[src/rtl/instr_encoder_if.sv]
// Bus interface for instr_encoder: loader-side field input and
// instruction-memory-side word output, each with its own valid/ready.
// master = loader/sink side that drives the fields, slave = the encoder.
interface instr_encoder_if #(
  parameter int ADDR_W = 32
) ();
  logic              in_valid;
  logic              in_ready;
  logic [2:0]        in_fmt;
  logic [6:0]        in_opcode;
  logic [4:0]        in_rd;
  logic [4:0]        in_rs1;
  logic [4:0]        in_rs2;
  logic [2:0]        in_funct3;
  logic [6:0]        in_funct7;
  logic [31:0]       in_imm;
  logic              out_valid;
  logic              out_ready;
  logic [31:0]       out_instr;
  logic [ADDR_W-1:0] out_addr;
  logic              out_err;

  modport master (
    output in_valid, in_fmt, in_opcode, in_rd, in_rs1, in_rs2,
           in_funct3, in_funct7, in_imm, out_ready,
    input  in_ready, out_valid, out_instr, out_addr, out_err
  );

  modport slave (
    input  in_valid, in_fmt, in_opcode, in_rd, in_rs1, in_rs2,
           in_funct3, in_funct7, in_imm, out_ready,
    output in_ready, out_valid, out_instr, out_addr, out_err
  );
endinterface

[src/rtl/instr_encoder.sv]
// RV32I instruction word assembler. Stage 1 registers the decoded fields
// and range-checks the immediate; stage 2 packs the word into its format
// layout and holds it in the output register together with its byte address.
// Rejected inputs leave as NOP_WORD with out_err set and still use an address.
// Optional: define INSTR_ENC_ERR_CNT_EN to add the saturating err_cnt output.
module instr_encoder #(
  parameter int                ADDR_W    = 32,
  parameter logic [ADDR_W-1:0] BASE_ADDR = '0,
  parameter logic [31:0]       NOP_WORD  = 32'h0000_0013
) (
  input  logic       clk,
  input  logic       rst_n,
`ifdef INSTR_ENC_ERR_CNT_EN
  output logic [7:0] err_cnt,
`endif
  instr_encoder_if.slave bus
);

  localparam logic [2:0] FMT_R = 3'd0;
  localparam logic [2:0] FMT_I = 3'd1;
  localparam logic [2:0] FMT_S = 3'd2;
  localparam logic [2:0] FMT_B = 3'd3;
  localparam logic [2:0] FMT_U = 3'd4;
  localparam logic [2:0] FMT_J = 3'd5;

  // stage 1 holding register
  logic        s1_valid;
  logic [2:0]  s1_fmt;
  logic [6:0]  s1_opcode;
  logic [4:0]  s1_rd;
  logic [4:0]  s1_rs1;
  logic [4:0]  s1_rs2;
  logic [2:0]  s1_funct3;
  logic [6:0]  s1_funct7;
  logic [31:0] s1_imm;
  logic        s1_err;

  // stage 2 / output register
  logic              out_valid_q;
  logic [31:0]       out_instr_q;
  logic              out_err_q;
  logic [ADDR_W-1:0] out_addr_q;

  logic               in_err;
  logic signed [31:0] imm_s;
  logic [31:0]        enc_word;
  logic               s1_adv;
  logic               in_ready_c;
  logic               out_xfer;

  assign imm_s = bus.in_imm;

  // stage 1 moves into stage 2 whenever the output register is free or draining
  assign s1_adv     = s1_valid && (!out_valid_q || bus.out_ready);
  assign in_ready_c = !s1_valid || s1_adv;
  assign out_xfer   = out_valid_q && bus.out_ready;

  assign bus.in_ready  = in_ready_c;
  assign bus.out_valid = out_valid_q;
  assign bus.out_instr = out_instr_q;
  assign bus.out_err   = out_err_q;
  assign bus.out_addr  = out_addr_q;

  // immediate range check on the incoming fields
  always_comb begin
    in_err = 1'b0;
    case (bus.in_fmt)
      FMT_R: in_err = 1'b0;
      FMT_I,
      FMT_S: in_err = (imm_s < -32'sd2048) || (imm_s > 32'sd2047);
      FMT_B: in_err = (imm_s < -32'sd4096) || (imm_s > 32'sd4094) || bus.in_imm[0];
      FMT_U: in_err = |bus.in_imm[11:0];
      FMT_J: in_err = (imm_s < -32'sd1048576) || (imm_s > 32'sd1048574) || bus.in_imm[0];
      default: in_err = 1'b1;
    endcase
  end

  // stage 1: capture fields and the error flag on an input transfer
  always_ff @(posedge clk or negedge rst_n) begin
    if (!rst_n) begin
      s1_valid  <= 1'b0;
      s1_fmt    <= '0;
      s1_opcode <= '0;
      s1_rd     <= '0;
      s1_rs1    <= '0;
      s1_rs2    <= '0;
      s1_funct3 <= '0;
      s1_funct7 <= '0;
      s1_imm    <= '0;
      s1_err    <= 1'b0;
    end else if (in_ready_c) begin
      s1_valid <= bus.in_valid;
      if (bus.in_valid) begin
        s1_fmt    <= bus.in_fmt;
        s1_opcode <= bus.in_opcode;
        s1_rd     <= bus.in_rd;
        s1_rs1    <= bus.in_rs1;
        s1_rs2    <= bus.in_rs2;
        s1_funct3 <= bus.in_funct3;
        s1_funct7 <= bus.in_funct7;
        s1_imm    <= bus.in_imm;
        s1_err    <= in_err;
      end
    end
  end

  // pack the stage 1 fields into the format's bit layout
  always_comb begin
    enc_word = NOP_WORD;
    case (s1_fmt)
      FMT_R: enc_word = {s1_funct7, s1_rs2, s1_rs1, s1_funct3, s1_rd, s1_opcode};
      FMT_I: enc_word = {s1_imm[11:0], s1_rs1, s1_funct3, s1_rd, s1_opcode};
      FMT_S: enc_word = {s1_imm[11:5], s1_rs2, s1_rs1, s1_funct3, s1_imm[4:0], s1_opcode};
      FMT_B: enc_word = {s1_imm[12], s1_imm[10:5], s1_rs2, s1_rs1, s1_funct3,
                         s1_imm[4:1], s1_imm[11], s1_opcode};
      FMT_U: enc_word = {s1_imm[31:12], s1_rd, s1_opcode};
      FMT_J: enc_word = {s1_imm[20], s1_imm[10:1], s1_imm[11], s1_imm[19:12],
                         s1_rd, s1_opcode};
      default: enc_word = NOP_WORD;
    endcase
    if (s1_err) enc_word = NOP_WORD;
  end

  // stage 2: output register, held stable until the sink takes it
  always_ff @(posedge clk or negedge rst_n) begin
    if (!rst_n) begin
      out_valid_q <= 1'b0;
      out_instr_q <= '0;
      out_err_q   <= 1'b0;
    end else if (s1_adv) begin
      out_valid_q <= 1'b1;
      out_instr_q <= enc_word;
      out_err_q   <= s1_err;
    end else if (bus.out_ready) begin
      out_valid_q <= 1'b0;
    end
  end

  // byte address of the word on the output; wraps naturally at 2^ADDR_W
  always_ff @(posedge clk or negedge rst_n) begin
    if (!rst_n) begin
      out_addr_q <= BASE_ADDR;
    end else if (out_xfer) begin
      out_addr_q <= out_addr_q + ADDR_W'(4);
    end
  end

`ifdef INSTR_ENC_ERR_CNT_EN
  // count rejected words as they leave, holding at 255
  always_ff @(posedge clk or negedge rst_n) begin
    if (!rst_n) begin
      err_cnt <= 8'd0;
    end else if (out_xfer && out_err_q && (err_cnt != 8'hFF)) begin
      err_cnt <= err_cnt + 8'd1;
    end
  end
`endif

endmodule

[src/flat_wrapper.sv]
// flat-port wrapper written by rule: the top's interface ports become plain ports
module instr_encoder_flat 
#(
  parameter int                ADDR_W    = 32,
  parameter logic [ADDR_W-1:0] BASE_ADDR = '0,
  parameter logic [31:0]       NOP_WORD  = 32'h0000_0013
)
  (clk, rst_n, bus_in_valid, bus_in_fmt, bus_in_opcode, bus_in_rd, bus_in_rs1, bus_in_rs2, bus_in_funct3, bus_in_funct7, bus_in_imm, bus_out_ready, bus_in_ready, bus_out_valid, bus_out_instr, bus_out_addr, bus_out_err);
  instr_encoder_if #(.ADDR_W(ADDR_W)) bus_i ();
  input  logic clk;
  input  logic rst_n;
  input wire logic [$bits(bus_i.in_valid)-1:0] bus_in_valid;
  input wire logic [$bits(bus_i.in_fmt)-1:0] bus_in_fmt;
  input wire logic [$bits(bus_i.in_opcode)-1:0] bus_in_opcode;
  input wire logic [$bits(bus_i.in_rd)-1:0] bus_in_rd;
  input wire logic [$bits(bus_i.in_rs1)-1:0] bus_in_rs1;
  input wire logic [$bits(bus_i.in_rs2)-1:0] bus_in_rs2;
  input wire logic [$bits(bus_i.in_funct3)-1:0] bus_in_funct3;
  input wire logic [$bits(bus_i.in_funct7)-1:0] bus_in_funct7;
  input wire logic [$bits(bus_i.in_imm)-1:0] bus_in_imm;
  input wire logic [$bits(bus_i.out_ready)-1:0] bus_out_ready;
  output wire logic [$bits(bus_i.in_ready)-1:0] bus_in_ready;
  output wire logic [$bits(bus_i.out_valid)-1:0] bus_out_valid;
  output wire logic [$bits(bus_i.out_instr)-1:0] bus_out_instr;
  output wire logic [$bits(bus_i.out_addr)-1:0] bus_out_addr;
  output wire logic [$bits(bus_i.out_err)-1:0] bus_out_err;
  assign bus_i.in_valid = bus_in_valid;
  assign bus_i.in_fmt = bus_in_fmt;
  assign bus_i.in_opcode = bus_in_opcode;
  assign bus_i.in_rd = bus_in_rd;
  assign bus_i.in_rs1 = bus_in_rs1;
  assign bus_i.in_rs2 = bus_in_rs2;
  assign bus_i.in_funct3 = bus_in_funct3;
  assign bus_i.in_funct7 = bus_in_funct7;
  assign bus_i.in_imm = bus_in_imm;
  assign bus_i.out_ready = bus_out_ready;
  assign bus_in_ready = bus_i.in_ready;
  assign bus_out_valid = bus_i.out_valid;
  assign bus_out_instr = bus_i.out_instr;
  assign bus_out_addr = bus_i.out_addr;
  assign bus_out_err = bus_i.out_err;
  instr_encoder #(.ADDR_W(ADDR_W), .BASE_ADDR(BASE_ADDR), .NOP_WORD(NOP_WORD)) u_core (.clk(clk), .rst_n(rst_n), .bus(bus_i));
endmodule
[config.mk]
export PLATFORM = sky130hd
export DESIGN_NAME = instr_encoder_flat
export DESIGN_NICKNAME = d
export VERILOG_FILES = /design/src/rtl/instr_encoder_if.sv /design/src/rtl/instr_encoder.sv /design/src/flat_wrapper.sv
export SDC_FILE = /design/constraint.sdc
export NUM_CORES = 1
export LEC_CHECK = 0
export BUFFER_PORTS_ARGS = -buffer_cell sky130_fd_sc_hd__buf_4
export CAP_MARGIN = 20
export CORE_MARGIN = 2
export CORE_UTILIZATION = 45
export CTS_CLUSTER_SIZE = 28
export DETAILED_ROUTE_END_ITERATION = 16
export PLACE_DENSITY_LB_ADDON = 0.2
export REMOVE_ABC_BUFFERS = 1
export SYNTH_ARGS = -nofsm -noshare
export SYNTH_HDL_FRONTEND = slang
export SYNTH_SLANG_ARGS = --single-unit
[constraint.sdc]
create_clock -name clk -period 1.9 [get_ports clk]
set_input_delay 0.38 -clock clk [delete_from_list [all_inputs] [get_ports clk]]
set_output_delay 0.38 -clock clk [all_outputs]
set_load 0.02 [all_outputs]
# Yosys cells after proc, flatten, opt, wreduce, memory -nomap -nowiden
# Index checks and enable logic that the tools add are counted.
# totals
input_bits,71
regBits,135
output_inout_bits,67
# classes
reduce_logical,17
order_cmp,6
n_eq_ne,10
n_mux,5
addsub,1
# op_table
cell,count
case mux 32 bit (6 select lines),1
"adder 32 x 3 -> 32 bit, second input constant",1
"> comparator 32 x 12 -> 1 bit, second input constant",1
"> comparator 32 x 13 -> 1 bit, second input constant",1
"> comparator 32 x 21 -> 1 bit, second input constant",1
"less-than comparator 32 x 12 -> 1 bit, second input constant",1
"less-than comparator 32 x 13 -> 1 bit, second input constant",1
"less-than comparator 32 x 21 -> 1 bit, second input constant",1
2-to-1 mux 32 bit,1
"== test 3 x 2 -> 1 bit, second input constant",4
"== test 3 bit, second input constant",4
OR reduction 12 bit,1
logical OR 1 bit,7
"== test 3 x 1 -> 1 bit, second input constant",2
logical NOT 3 bit,2
case mux 1 bit (5 select lines),1
logical AND 1 bit,2
logical NOT 1 bit,2
2-to-1 mux 1 bit,2
AND reduction 2 bit,1
nonzero test 2 bit,1
OR reduction 2 bit,1

# Longest topological paths before layout
# logic_depth
ltp_word,5
mapped_depth,7

# Worst setup path after synthesis
# OpenSTA, ideal clock, no wires.
# synth_path
path_type,reg2reg
start,"register u_core.out_addr_q[11], in the netlist u_core.bus.out_addr[11]"
end,"register u_core.out_addr_q[31], in the netlist u_core.bus.out_addr[31]"
path_slack_ns,0.137
t_arrival_ns,1.635
path_stages_with_launch,6
cell_sequence,dfrtp_1 > nand4_2 > nor4_4 > and3_4 > nand4_2 > xnor2_1
# synth_between
elab_chain_cells,1
# synth_lines
item,line,rtl
"start, declared",instr_encoder.sv:42,logic [ADDR_W-1:0] out_addr_q;
"start signal, assigned",instr_encoder.sv:144,out_addr_q <= out_addr_q + ADDR_W'(4);
adder 32 x 3 -> 32 bit,instr_encoder.sv:144,
# Every way passes these cells.
# A chain may end at the register's enable or synchronous reset.

# Worst setup path after layout
# layout_path
start,register u_core.s1_fmt[2]
end,"register u_core.out_instr_q[22], in the netlist u_core.bus.out_instr[22]"
# layout_between
elab_chain_cells,3
word_cells_on_any_way,8
# layout_lines
item,line,rtl
"start, declared",instr_encoder.sv:28,logic [2:0] s1_fmt;
"start signal, assigned",instr_encoder.sv:94,s1_fmt <= bus.in_fmt;
== test 3 bit (tied with other cells),instr_encoder.sv:110,case (s1_fmt)
case mux 32 bit (6 select lines) *,instr_encoder.sv:110,
2-to-1 mux 32 bit *,instr_encoder.sv:121,if (s1_err) enc_word = NOP_WORD;
"end signal, assigned",instr_encoder.sv:132,out_instr_q <= enc_word;
"end, declared",instr_encoder.sv:40,logic [31:0] out_instr_q;
# Mark *: on every way between the ends. The rest lies on a longest branch, timed or not.

==> results.sh <==
export IMPL_multi_input_area_um2=2330
export IMPL_critPathTopFamily="simple AND/OR/NAND/NOR gates"
export IMPL_syn_to_final_growth_pct=33.2
export IMPL_worstSetupPathType="flop to flop"
export IMPL_start_util_pct=46.1
export IMPL_dieWidth_um=117
export IMPL_setup_viol=0
export IMPL_critPathLaunch="u_core.s1_fmt[2]"
export IMPL_ys_flop_type="dfrtp_1"
export IMPL_synth_cell_types=44
export IMPL_worst_slew_pin_slew_ns=0.833
export IMPL_numPortBuffers=135
export IMPL_avgSynthCellArea_um2=10.6
export IMPL_pin_count=138
export IMPL_synth_area_um2=5790
export IMPL_dp_worst_setup_slack_ns=-0.161
export IMPL_ys_async_sr_fraction_pct=100
export IMPL_grt_pass1_vias=4665
export IMPL_gp_congestion=0.894
export IMPL_syn_inst=547
export IMPL_maxCapViolations=0
export IMPL_ys_ff_latch=133
export IMPL_drt_iter0_markers=301
export IMPL_final_nets=776
export IMPL_post_drt_wl_per_cell_um=16.1
export IMPL_dpl_cell_area_um2=7160
export IMPL_avgViaCountPerCell=5.21
export IMPL_grt_total_usage_pct=21.7
export IMPL_slew_headroom_pct=44.4
export IMPL_crit_buf_inv=0
export IMPL_crit_slowest_cell="nor2b_1"
export IMPL_die_area_um2=13800
export IMPL_final_area_um2=7710
export IMPL_insertion_delay_ns=0.42
export IMPL_core_area_um2=12600
export IMPL_clk_pin_slew_ns=0.06
export IMPL_ys_seq_area_share_pct=57.5
export IMPL_status="complete, no violations"
export IMPL_clk_path_buf_depth=2
export IMPL_fmax_mhz=589
export IMPL_cpPeakStageDelay_ns=0.69
export IMPL_drt_pass1_iterations=4
export IMPL_drc=0
export IMPL_grt_pass1_wl_um=23700
export IMPL_report_final_hold_viol_count=0
export IMPL_worstReg2RegEnd="u_core.bus.out_instr[22]"
export IMPL_placed_cells=856
export IMPL_final_fill_count=1076
export IMPL_crit_path_end_kind="flop"
export IMPL_path_cells="nor2b_1 > a22oi_1 > nor2_1 > a21oi_1 > o21ai_0"
export IMPL_ant_nets=0
export IMPL_hold_depth=3
export IMPL_root_buffer="clkbuf_16"
export IMPL_cts_tree="done"
export IMPL_dp_hpwl_um=10100
export IMPL_worst_slack_ns=0.202
export IMPL_finalClockSkew_ns=0.00663
export IMPL_rows=41
export IMPL_p_leak_nw=3.74
export IMPL_holdPathEnd="u_core.s1_funct7[0]"
export IMPL_die_h_um=117
export IMPL_drive_above_1_share_pct=32.6
export IMPL_cts_htree_levels=4
export IMPL_final_util_pct=61.4
export IMPL_rr_worst_depth=5
export IMPL_finalNonFillerCells=886
export IMPL_hold_path_class="input port to flop"
export IMPL_vias=4616
export IMPL_r2r_start="u_core.s1_fmt[2]"
export IMPL_overflow=0
export IMPL_antenna_found_initial=0
export IMPL_antennaDiodeCount=0
export IMPL_hold_start="bus_in_funct7[0]"
export IMPL_maxSlewViolCount=0
export IMPL_path_max_fanout=10
export IMPL_rsz0062_at_grt="no"
export IMPL_cp_start_kind="flop"
export IMPL_ir_drop_mv=0.614
export IMPL_routed_wl_um=14300
export IMPL_cts_num_sinks=133
export IMPL_reg2reg_slack_ns=0.20
export IMPL_postCtsSetupBuffers=0
export IMPL_cts_buffers=17
export IMPL_period_share_pct=89.4
export IMPL_yosysWarnings=0
export IMPL_synth_edf_count=0
export IMPL_critical_path_required_ns=2.23
export IMPL_grt_max_degree=48
export IMPL_fin_setup_tns_ns=0
export IMPL_ff_latch_area_um2=3330
export IMPL_powerDensity_nw_per_um2=1050
export IMPL_fin_crit_ns=1.70
export IMPL_critical_path_arrival_ns=2.03
-- synthesized netlist by cell type (5+ instances only) --
master,n,share of area (%)
a21oi_1,15,1.3
a22o_1,10,1.5
a22oi_1,23,3.0
and3_1,6,0.65
buf_1,7,0.45
buf_2,6,0.52
clkbuf_1,13,0.84
dfrtp_1,133,57
mux2_2,35,6.8
nand2_1,140,9.1
nand2b_1,7,0.76
nand3_1,7,0.61
nand4_1,13,1.4
nor2_1,18,1.2
nor2b_1,11,1.2
nor4_1,5,0.54
o21ai_0,24,2.1
o22ai_1,7,0.76
xnor2_1,20,3.0
xor2_1,10,1.5
-- where the power goes --
| part | switching, mW | internal, mW | leakage [nW] | total (mW) |
|---|---|---|---|---|
| Sequential | 0.277 | 3.20 | 1.68 | 3.47 |
| Clock | 1.14 | 1.91 | 0.272 | 3.04 |
| Combinational | 0.830 | 0.731 | 1.79 | 1.56 |
-- through the flow --
stage | hold WS [ns] | total power [mW]
4_1_cts | 0.137 | 8.15
2_1_floorplan | 0.0844 | 4.31
3_5_place_dp | 0.339 | 5.08
5_1_grt | 0.151 | 8.46
6_report | 0.153 | 8.08
3_3_place_gp | 0.335 | 5.05
-- state kept, by name, indices dropped and copies added (netlist names) --
register              flops
u_core.bus.out_instr     32
u_core.s1_rd              5
u_core.s1_rs1             5
u_core.s1_rs2             5
u_core.s1_err             1
u_core.s1_fmt             3
u_core.s1_valid           1
u_core.s1_opcode          7
u_core.bus.out_valid      1
u_core.bus.out_addr      30
u_core.bus.out_err        1
u_core.s1_funct3          3
u_core.s1_funct7          7
u_core.s1_imm            32
-- metal layers --
metal  wire, µm  track usage, %  vias to the layer above
met4        295            8.96                        0
met2       6640            33.6                      146
met1       6540            29.6                     2235
met3        812            5.01                       26
li1           -               -                     2209
met5          0               0                        -
-- area by class of cell --
class | instances | share of cell area [%]
clock buffer | 24 | 6.37
clock inverter | 5 | 0.649
inverter | 4 | 0.195
multi-input combinational | 383 | 30.2
sequential | 133 | 43.1
tap | 172 | 2.79
timing repair buffer | 165 | 16.6
-- worst reg2reg max path, stage by stage (launching register included) --
cell     delay, ns
dfrtp_1       0.39
nor2b_1       0.69
a22oi_1       0.16
nor2_1        0.16
a21oi_1       0.05
o21ai_0       0.17
-- how the worst max path moves through the flow --
stage	end	slack, ns	cells past startpoint
2_1_floorplan	u_core.s1_fmt[0]	-0.82	3
3_3_place_gp	u_core.s1_err	-0.07	6
3_5_place_dp	u_core.s1_err	-0.16	6
4_1_cts	u_core.bus.out_instr[22]	0.22	5
5_1_grt	u_core.bus.out_addr[30]	0.08	6
6_report	u_core.bus.out_instr[22]	0.20	5
-- cell families (layout without fill, tap and decap cells) --
| family | Yosys count | after routing | synth area share, % |
|---|---|---|---|
| XOR/XNOR | 30 | 30 | 4.54 |
| adder cells (fa/ha/maj) | 1 | 1 | 0.216 |
| buffers and inverters | 32 | 198 | 2.33 |
| other | 1 | 2 | 0.0648 |
| multiplexers | 37 | 37 | 7.15 |
| flip-flops | 133 | 133 | 57.5 |
| AND/OR/NAND/NOR | 224 | 224 | 18.0 |
| AO/OA/AOI/OAI | 89 | 89 | 10.2 |
-- repair_timing --
action | in CTS | in global routing
hold buffers | 1 | 0
endpoints found under the hold margin | 43 | 0
gates resized for setup | 0 | 0
-- cells in the final DEF (no fill, tap or decap), types with 10 or more instances in the layout --
| cell | netlist | routed |
|---|---|---|
| o21ai_0 | 24 | 24 |
| nor2_1 | 18 | 18 |
| a22o_1 | 10 | 10 |
| a22oi_1 | 23 | 23 |
| nand4_1 | 13 | 13 |
| clkbuf_16 | 0 | 17 |
| xor2_1 | 10 | 10 |
| dfrtp_1 | 133 | 133 |
| nor2b_1 | 11 | 11 |
| a21oi_1 | 15 | 15 |
| mux2_2 | 35 | 35 |
| buf_4 | 2 | 160 |
| xnor2_1 | 20 | 20 |
| nand2_1 | 140 | 140 |
Note: power is estimated with default switching activity, not from simulation.
